### src/rtl/agu_rf_multi_pkg.sv
// Shared AGU register-file definitions: default geometry, sequencer state encoding,
// linear-addressing modifier constant and the address-width helper.
package agu_rf_multi_pkg;

   localparam int DEF_WIDTH = 16;
   localparam int DEF_DEPTH = 4;

   // An all-ones modifier selects plain linear addressing in the address units.
   localparam logic [DEF_WIDTH-1:0] LINEAR_MOD_VAL = {DEF_WIDTH{1'b1}};

   typedef enum logic {
      ST_IDLE  = 1'b0,
      ST_SWEEP = 1'b1
   } agu_rf_state_e;

   function automatic int aw_of(input int depth);
      return (depth > 1) ? $clog2(depth) : 1;
   endfunction

endpackage

### src/rtl/agu_rf_rdmux.sv
// One read port: array select, zero for out-of-range addresses, and (with
// AGU_RF_BYPASS_EN) forwarding of same-cycle write or reload data. Zero latency.
module agu_rf_rdmux #(
   parameter int WIDTH = 16,
   parameter int DEPTH = 4,
   parameter int AW    = 2
) (
   input  logic [AW-1:0]          raddr_i,
   input  logic [DEPTH*WIDTH-1:0] rf_i,
`ifdef AGU_RF_BYPASS_EN
   input  logic                   wr1_vld_i,
   input  logic [AW-1:0]          wr1_addr_i,
   input  logic [WIDTH-1:0]       wr1_dat_i,
   input  logic                   wr2_vld_i,
   input  logic [AW-1:0]          wr2_addr_i,
   input  logic [WIDTH-1:0]       wr2_dat_i,
   input  logic                   swp_vld_i,
   input  logic [AW-1:0]          swp_addr_i,
   input  logic [WIDTH-1:0]       swp_dat_i,
`endif
   output logic [WIDTH-1:0]       rd_o
);

   always_comb begin
      rd_o = '0;
      for (int i = 0; i < DEPTH; i++) begin
         if (raddr_i == AW'(i)) rd_o = rf_i[i*WIDTH +: WIDTH];
      end
`ifdef AGU_RF_BYPASS_EN
      // Later assignments take priority: port 2 over port 1; the sweep never overlaps writes.
      if (wr1_vld_i && (raddr_i == wr1_addr_i)) rd_o = wr1_dat_i;
      if (wr2_vld_i && (raddr_i == wr2_addr_i)) rd_o = wr2_dat_i;
      if (swp_vld_i && (raddr_i == swp_addr_i)) rd_o = swp_dat_i;
`endif
   end

endmodule

### src/rtl/agu_rf_multi.sv
// AGU modifier register file: NRD combinational read ports, two write ports (port 2 wins),
// bulk-reload sequencer taking DEPTH cycles; writes during reload are dropped and flagged.
// Optional same-cycle read bypass under AGU_RF_BYPASS_EN.
module agu_rf_multi
   import agu_rf_multi_pkg::*;
#(
   parameter int               WIDTH     = DEF_WIDTH,
   parameter int               DEPTH     = DEF_DEPTH,
   parameter int               NRD       = 3,
   parameter logic [WIDTH-1:0] RESET_VAL = {WIDTH{1'b1}},
   localparam int              AW        = aw_of(DEPTH)
) (
   input  logic                 Clk,
   input  logic                 reset,
   input  logic [WIDTH-1:0]     in1,
   input  logic [WIDTH-1:0]     in2,
   input  logic [AW-1:0]        waddr1,
   input  logic [AW-1:0]        waddr2,
   input  logic                 write1,
   input  logic                 write2,
   input  logic [NRD*AW-1:0]    raddr,
   output logic [NRD*WIDTH-1:0] out,
   input  logic                 init_req,
   input  logic [WIDTH-1:0]     init_val,
   output logic                 busy,
   output logic                 init_done,
   output logic                 wr_err
);

   localparam logic [AW:0]   DEPTH_W  = DEPTH[AW:0];
   localparam logic [AW-1:0] LAST_PTR = AW'(DEPTH - 1);

   agu_rf_state_e          state_q;
   logic [AW-1:0]          ptr_q;
   logic [WIDTH-1:0]       hold_q;
   logic                   busy_q;
   logic                   done_q;
   logic                   wr_err_q;
   logic [WIDTH-1:0]       rf_q [DEPTH];
   logic [DEPTH*WIDTH-1:0] rf_flat;
   logic                   wr1_ok;
   logic                   wr2_ok;

   assign wr1_ok = write1 && ({1'b0, waddr1} < DEPTH_W);
   assign wr2_ok = write2 && ({1'b0, waddr2} < DEPTH_W);

   always_ff @(posedge Clk or posedge reset) begin
      if (reset) begin
         for (int i = 0; i < DEPTH; i++) rf_q[i] <= RESET_VAL;
         state_q  <= ST_IDLE;
         ptr_q    <= '0;
         hold_q   <= '0;
         busy_q   <= 1'b0;
         done_q   <= 1'b0;
         wr_err_q <= 1'b0;
      end else begin
         done_q <= 1'b0;
         case (state_q)
            ST_IDLE: begin
               // Port 2 is assigned last so it wins an address collision.
               if (wr1_ok) rf_q[waddr1] <= in1;
               if (wr2_ok) rf_q[waddr2] <= in2;
               if (init_req) begin
                  hold_q  <= init_val;
                  ptr_q   <= '0;
                  busy_q  <= 1'b1;
                  state_q <= ST_SWEEP;
               end
            end
            ST_SWEEP: begin
               rf_q[ptr_q] <= hold_q;
               if (write1 || write2) wr_err_q <= 1'b1;
               if (ptr_q == LAST_PTR) begin
                  ptr_q   <= '0;
                  busy_q  <= 1'b0;
                  done_q  <= 1'b1;
                  state_q <= ST_IDLE;
               end else begin
                  ptr_q <= ptr_q + AW'(1);
               end
            end
            default: state_q <= ST_IDLE;
         endcase
      end
   end

   for (genvar g = 0; g < DEPTH; g++) begin : g_flat
      assign rf_flat[g*WIDTH +: WIDTH] = rf_q[g];
   end

`ifdef AGU_RF_BYPASS_EN
   logic idle_w;
   logic swp_vld;
   assign idle_w  = (state_q == ST_IDLE);
   assign swp_vld = (state_q == ST_SWEEP);
`endif

   for (genvar k = 0; k < NRD; k++) begin : g_rd
      agu_rf_rdmux #(
         .WIDTH (WIDTH),
         .DEPTH (DEPTH),
         .AW    (AW)
      ) u_rdmux (
         .raddr_i    (raddr[k*AW +: AW]),
         .rf_i       (rf_flat),
`ifdef AGU_RF_BYPASS_EN
         .wr1_vld_i  (wr1_ok && idle_w),
         .wr1_addr_i (waddr1),
         .wr1_dat_i  (in1),
         .wr2_vld_i  (wr2_ok && idle_w),
         .wr2_addr_i (waddr2),
         .wr2_dat_i  (in2),
         .swp_vld_i  (swp_vld),
         .swp_addr_i (ptr_q),
         .swp_dat_i  (hold_q),
`endif
         .rd_o       (out[k*WIDTH +: WIDTH])
      );
   end

   assign busy      = busy_q;
   assign init_done = done_q;
   assign wr_err    = wr_err_q;

endmodule

### config.mk
export PLATFORM = sky130hd
export DESIGN_NAME = agu_rf_multi
export DESIGN_NICKNAME = d
export VERILOG_FILES = /design/src/rtl/agu_rf_multi_pkg.sv /design/src/rtl/agu_rf_rdmux.sv /design/src/rtl/agu_rf_multi.sv
export SDC_FILE = /design/constraint.sdc
export NUM_CORES = 1
export LEC_CHECK = 0
export ABC_AREA = 1
export CORE_MARGIN = 2
export CORE_UTILIZATION = 50
export DETAILED_ROUTE_END_ITERATION = 16
export GPL_TIMING_DRIVEN = 0
export PLACE_DENSITY_LB_ADDON = 0.15
export RECOVER_POWER = 50
export SETUP_SLACK_MARGIN = 0.5
export SKIP_CTS_REPAIR_TIMING = 1
export SYNTH_ARGS = -nofsm -noshare
export SYNTH_HDL_FRONTEND = slang
export SYNTH_SLANG_ARGS = --single-unit
### constraint.sdc
create_clock -name Clk -period 9.6 [get_ports Clk]
set_clock_uncertainty 0.2 [all_clocks]
set_input_delay 2.88 -clock Clk [delete_from_list [all_inputs] [get_ports Clk]]
set_output_delay 2.88 -clock Clk [all_outputs]
set_load 0.01 [all_outputs]
==> results of run 1 <==
[kinds of logic (layout without fill, tap and decap cells)]
kind of cell | count (synthesis) | in the layout | share of synthesized area, %
AO/OA/AOI/OAI | 241 | 241 | 20.43
buffers and inverters | 223 | 353 | 12.79
AND/OR/NAND/NOR | 564 | 564 | 33.02
adder cells (fa/ha/maj) | 4 | 4 | 0.7404
flip-flops | 86 | 86 | 33.02
[critical path, delay by kind of cell]
| kind | cells | cell delay [ps] |
|---|---|---|
| buffers and inverters | 3 | 1520 |
| AND/OR/NAND/NOR | 2 | 570 |
| AO/OA/AOI/OAI | 2 | 310 |
[path summary, 6_finish.rpt]
| path | cells after the start | end | startpoint |
|---|---|---|---|
| max in group asynchronous | 3 | rf_flat[4]$_DFFE_PP1P_ | reset |
| min | 2 | rf_flat[16]$_DFFE_PP1P_ | rf_flat[16]$_DFFE_PP1P_ |
| min in group asynchronous | 2 | hold_q[3]$_DFFE_PP0P_ | reset |
| max reg2reg | 7 | rf_flat[44]$_DFFE_PP1P_ | ptr_q[0]$_DFFE_PP0P_ |
| min reg2reg | 2 | rf_flat[16]$_DFFE_PP1P_ | rf_flat[16]$_DFFE_PP1P_ |
| max | 7 | out[31] | raddr[2] |
[layout make-up]
class / instances / area share [%]
timing repair buffer: 114 / 13.46
buffer: 52 / 2.641
sequential: 86 / 26.47
multi-input combinational: 809 / 43.45
tap: 176 / 2.612
clock buffer: 10 / 2.834
clock inverter: 6 / 0.9052
inverter: 171 / 7.627
[cell usage after synthesis (all sizes together)]
master   instances  area (sq um)
a21oi           45         225.2
a22o             1         8.760
buf             20         102.6
clkbuf          32         120.1
clkinv           5         18.77
dfrtp           22         550.5
dfstp           64          1682
ha               4         50.05
inv            166         623.1
nand2          397          1490
nand3           88         440.4
nor2            78         295.3
o2111ai         20         175.2
o21ai          115         575.6
o21bai          17         127.6
o22ai           43         269.0
or2              1         6.260
[through the flow]
step | hold slack [ps] | power [mW] | util, % | instances | setup WS (ps)
2_1_floorplan | 247.3 | 1.701 | - | 1118 | 2774
3_3_place_gp | 255.9 | 2.265 | 61.25 | 1407 | 1277
3_5_place_dp | 257.6 | 2.292 | 61.48 | 1408 | 1306
4_1_cts | 269.1 | 2.668 | 63.86 | 1424 | 1300
5_1_grt | 281.7 | 2.908 | 63.67 | 1424 | 1105
6_report | 270.0 | 2.725 | 63.67 | 1424 | 1234
[routing by layer]
layer | up-vias | global-route usage [%] | share of wire [%]
li1 | 3821 | - | -
met1 | 3616 | 54.02 | 43
met2 | 547 | 51.35 | 41
met3 | 50 | 11.37 | 14
met4 | 0 | 11.85 | 2.2
met5 | - | 0 | 0
[flip-flops by register name, summed over array words and instances, names as in the netlist]
name and flops:
busy 1, hold_q 16, init_done 1, ptr_q 2, rf_flat 64, state_q 1
wr_err 1
[report_power, final]
| part | leakage [nW] | switching, mW | internal (mW) |
|---|---|---|---|
| logic | 3.27 | 0.923 | 0.563 |
| clock network | 0.156 | 0.160 | 0.213 |
| registers | 0.914 | 0.206 | 0.660 |
| total | 4.34 | 1.29 | 1.44 |
==> metrics.yaml, run 1 <==
route:
  drt_iter0_drc: 950
  routedWlPerCell_microns: 18.71
  drc: 0
  vias_per_cell: 5.642
  drt-pass1-iter-count: 6
  ant_nets: 0
  wl_microns: 26650
  vias: 8034
outcome:
  violations: "capacitance limit, slew limit"
  outcome: "complete, but fails checks"
timing:
  slew_headroom_pct: -65.84
  rsz0062_at_grt: "no"
  drv_slew: 89
  hold_viol: 0
  setup_tns_ps: 0
  clock.fmax_mhz: 119.5
  fin_crit_ps: 8366
  tightest_slew_ps: 2488
  timing.final.crit_share_pct: 87.14
  setup_viol: 0
worst_setup_path:
  cp_cell_sequence: "clkdlybuf4s50_1 -> nor2_1 -> clkinv_1 -> o22ai_1 -> a21oi_1 -> nand2_1 -> clkdlybuf4s50_1"
  cp_max_fo: 10
  crit_path_end_kind: "primary output"
  critPathLaunchType: "primary input"
  cp.arrival_ps: 5290
  r2r_setup_slack_ps: 7530
  slowest_delay_ps: 550
  crit_path_top_delay_cell: "clkdlybuf4s50_1"
  cp_common_cell: "clkdlybuf4s50_1"
  required_ps: 6520
  crit_type: "primary input to primary output"
global_route:
  grt_pass1_vias: 7158
  grt_pass1_wl_microns: 40720
  grt-ovfl-total: 0
  grt_util_all_layers_pct: 36.79
  antenna_found_initial: 0
  grt_max_degree: 46
clock_network:
  clk-insertion-delay-late_ps: 350
  clk_pin_slew_ps: 70
  cts_tree: "built"
  clockBufferDepth: 2
  cts_root_buf: "clkbuf_16"
  cts_sinks: 86
  h-tree-depth: 3
  cts_buffers: 9
logic_synthesis:
  ys_ff_latch: 86
  synth_seq_area_share_pct: 33.02
  postSynthCellCount: 1118
  avgSynthCellArea_sq_um: 6.047
  synth_nets: 1185
  synthesis.area_sq_um: 6760
  yosysWarnings: 0
  yosysUniqueCellTypes: 20
place:
  hpwlAfterDp_microns: 20620
  dpl_cell_area_sq_um: 8142
  globalplace.congestion: 1.025
  io_buffers: 113
floorplan:
  core.rowCount: 42
  fp.dieH_microns: 120.3
  ios: 114
  start_util_pct: 51.05
  die_area_sq_um: 14470
  die_x_microns: 120.3
  core_sq_um: 13240
final_layout:
  most-common-layout-cells: "nand2_1, inv_1, o21ai_0"
  design_area_sq_um: 8432
  seq_area_sq_um: 2232
  final_common_cell: "nand2_1"
  multi_input_area_sq_um: 3664
  antenna_cells: 0
  drive_above_1_share_pct: 8.253
  final_nets: 1310
  nFillCells: 1263
  synthToLayoutAreaGrowth_pct: 24.73
power_and_ir_drop:
  power_leakage_nw: 4.338
  ir_worst_vdd_uv: 176.2
  power_density_nw_per_um2: 323.2
min_path:
  hold_path.class: "flip-flop to flip-flop"
flow_run:
  cap_violations: 2
Note: power is estimated with default switching activity, not from simulation.
==> run 2, diff against run 1 <==
--- a/config.mk
+++ b/config.mk
@@ -6,6 +6,7 @@
 export NUM_CORES = 1
 export LEC_CHECK = 0
 export ABC_AREA = 1
+export ABC_CLOCK_PERIOD_IN_PS = 9600
 export CORE_MARGIN = 2
 export CORE_UTILIZATION = 50
 export DETAILED_ROUTE_END_ITERATION = 16
==> results of run 2 <==
No change in the layout: final DEF, timing and power equal those of run 1.
==> run 3, diff against run 2 <==
--- a/config.mk
+++ b/config.mk
@@ -15,6 +15,7 @@
 export RECOVER_POWER = 50
 export SETUP_SLACK_MARGIN = 0.5
 export SKIP_CTS_REPAIR_TIMING = 1
+export SLEW_MARGIN = 5
 export SYNTH_ARGS = -nofsm -noshare
 export SYNTH_HDL_FRONTEND = slang
 export SYNTH_SLANG_ARGS = --single-unit
==> results of run 3 <==
No change in the layout: final DEF, timing and power equal those of run 1.
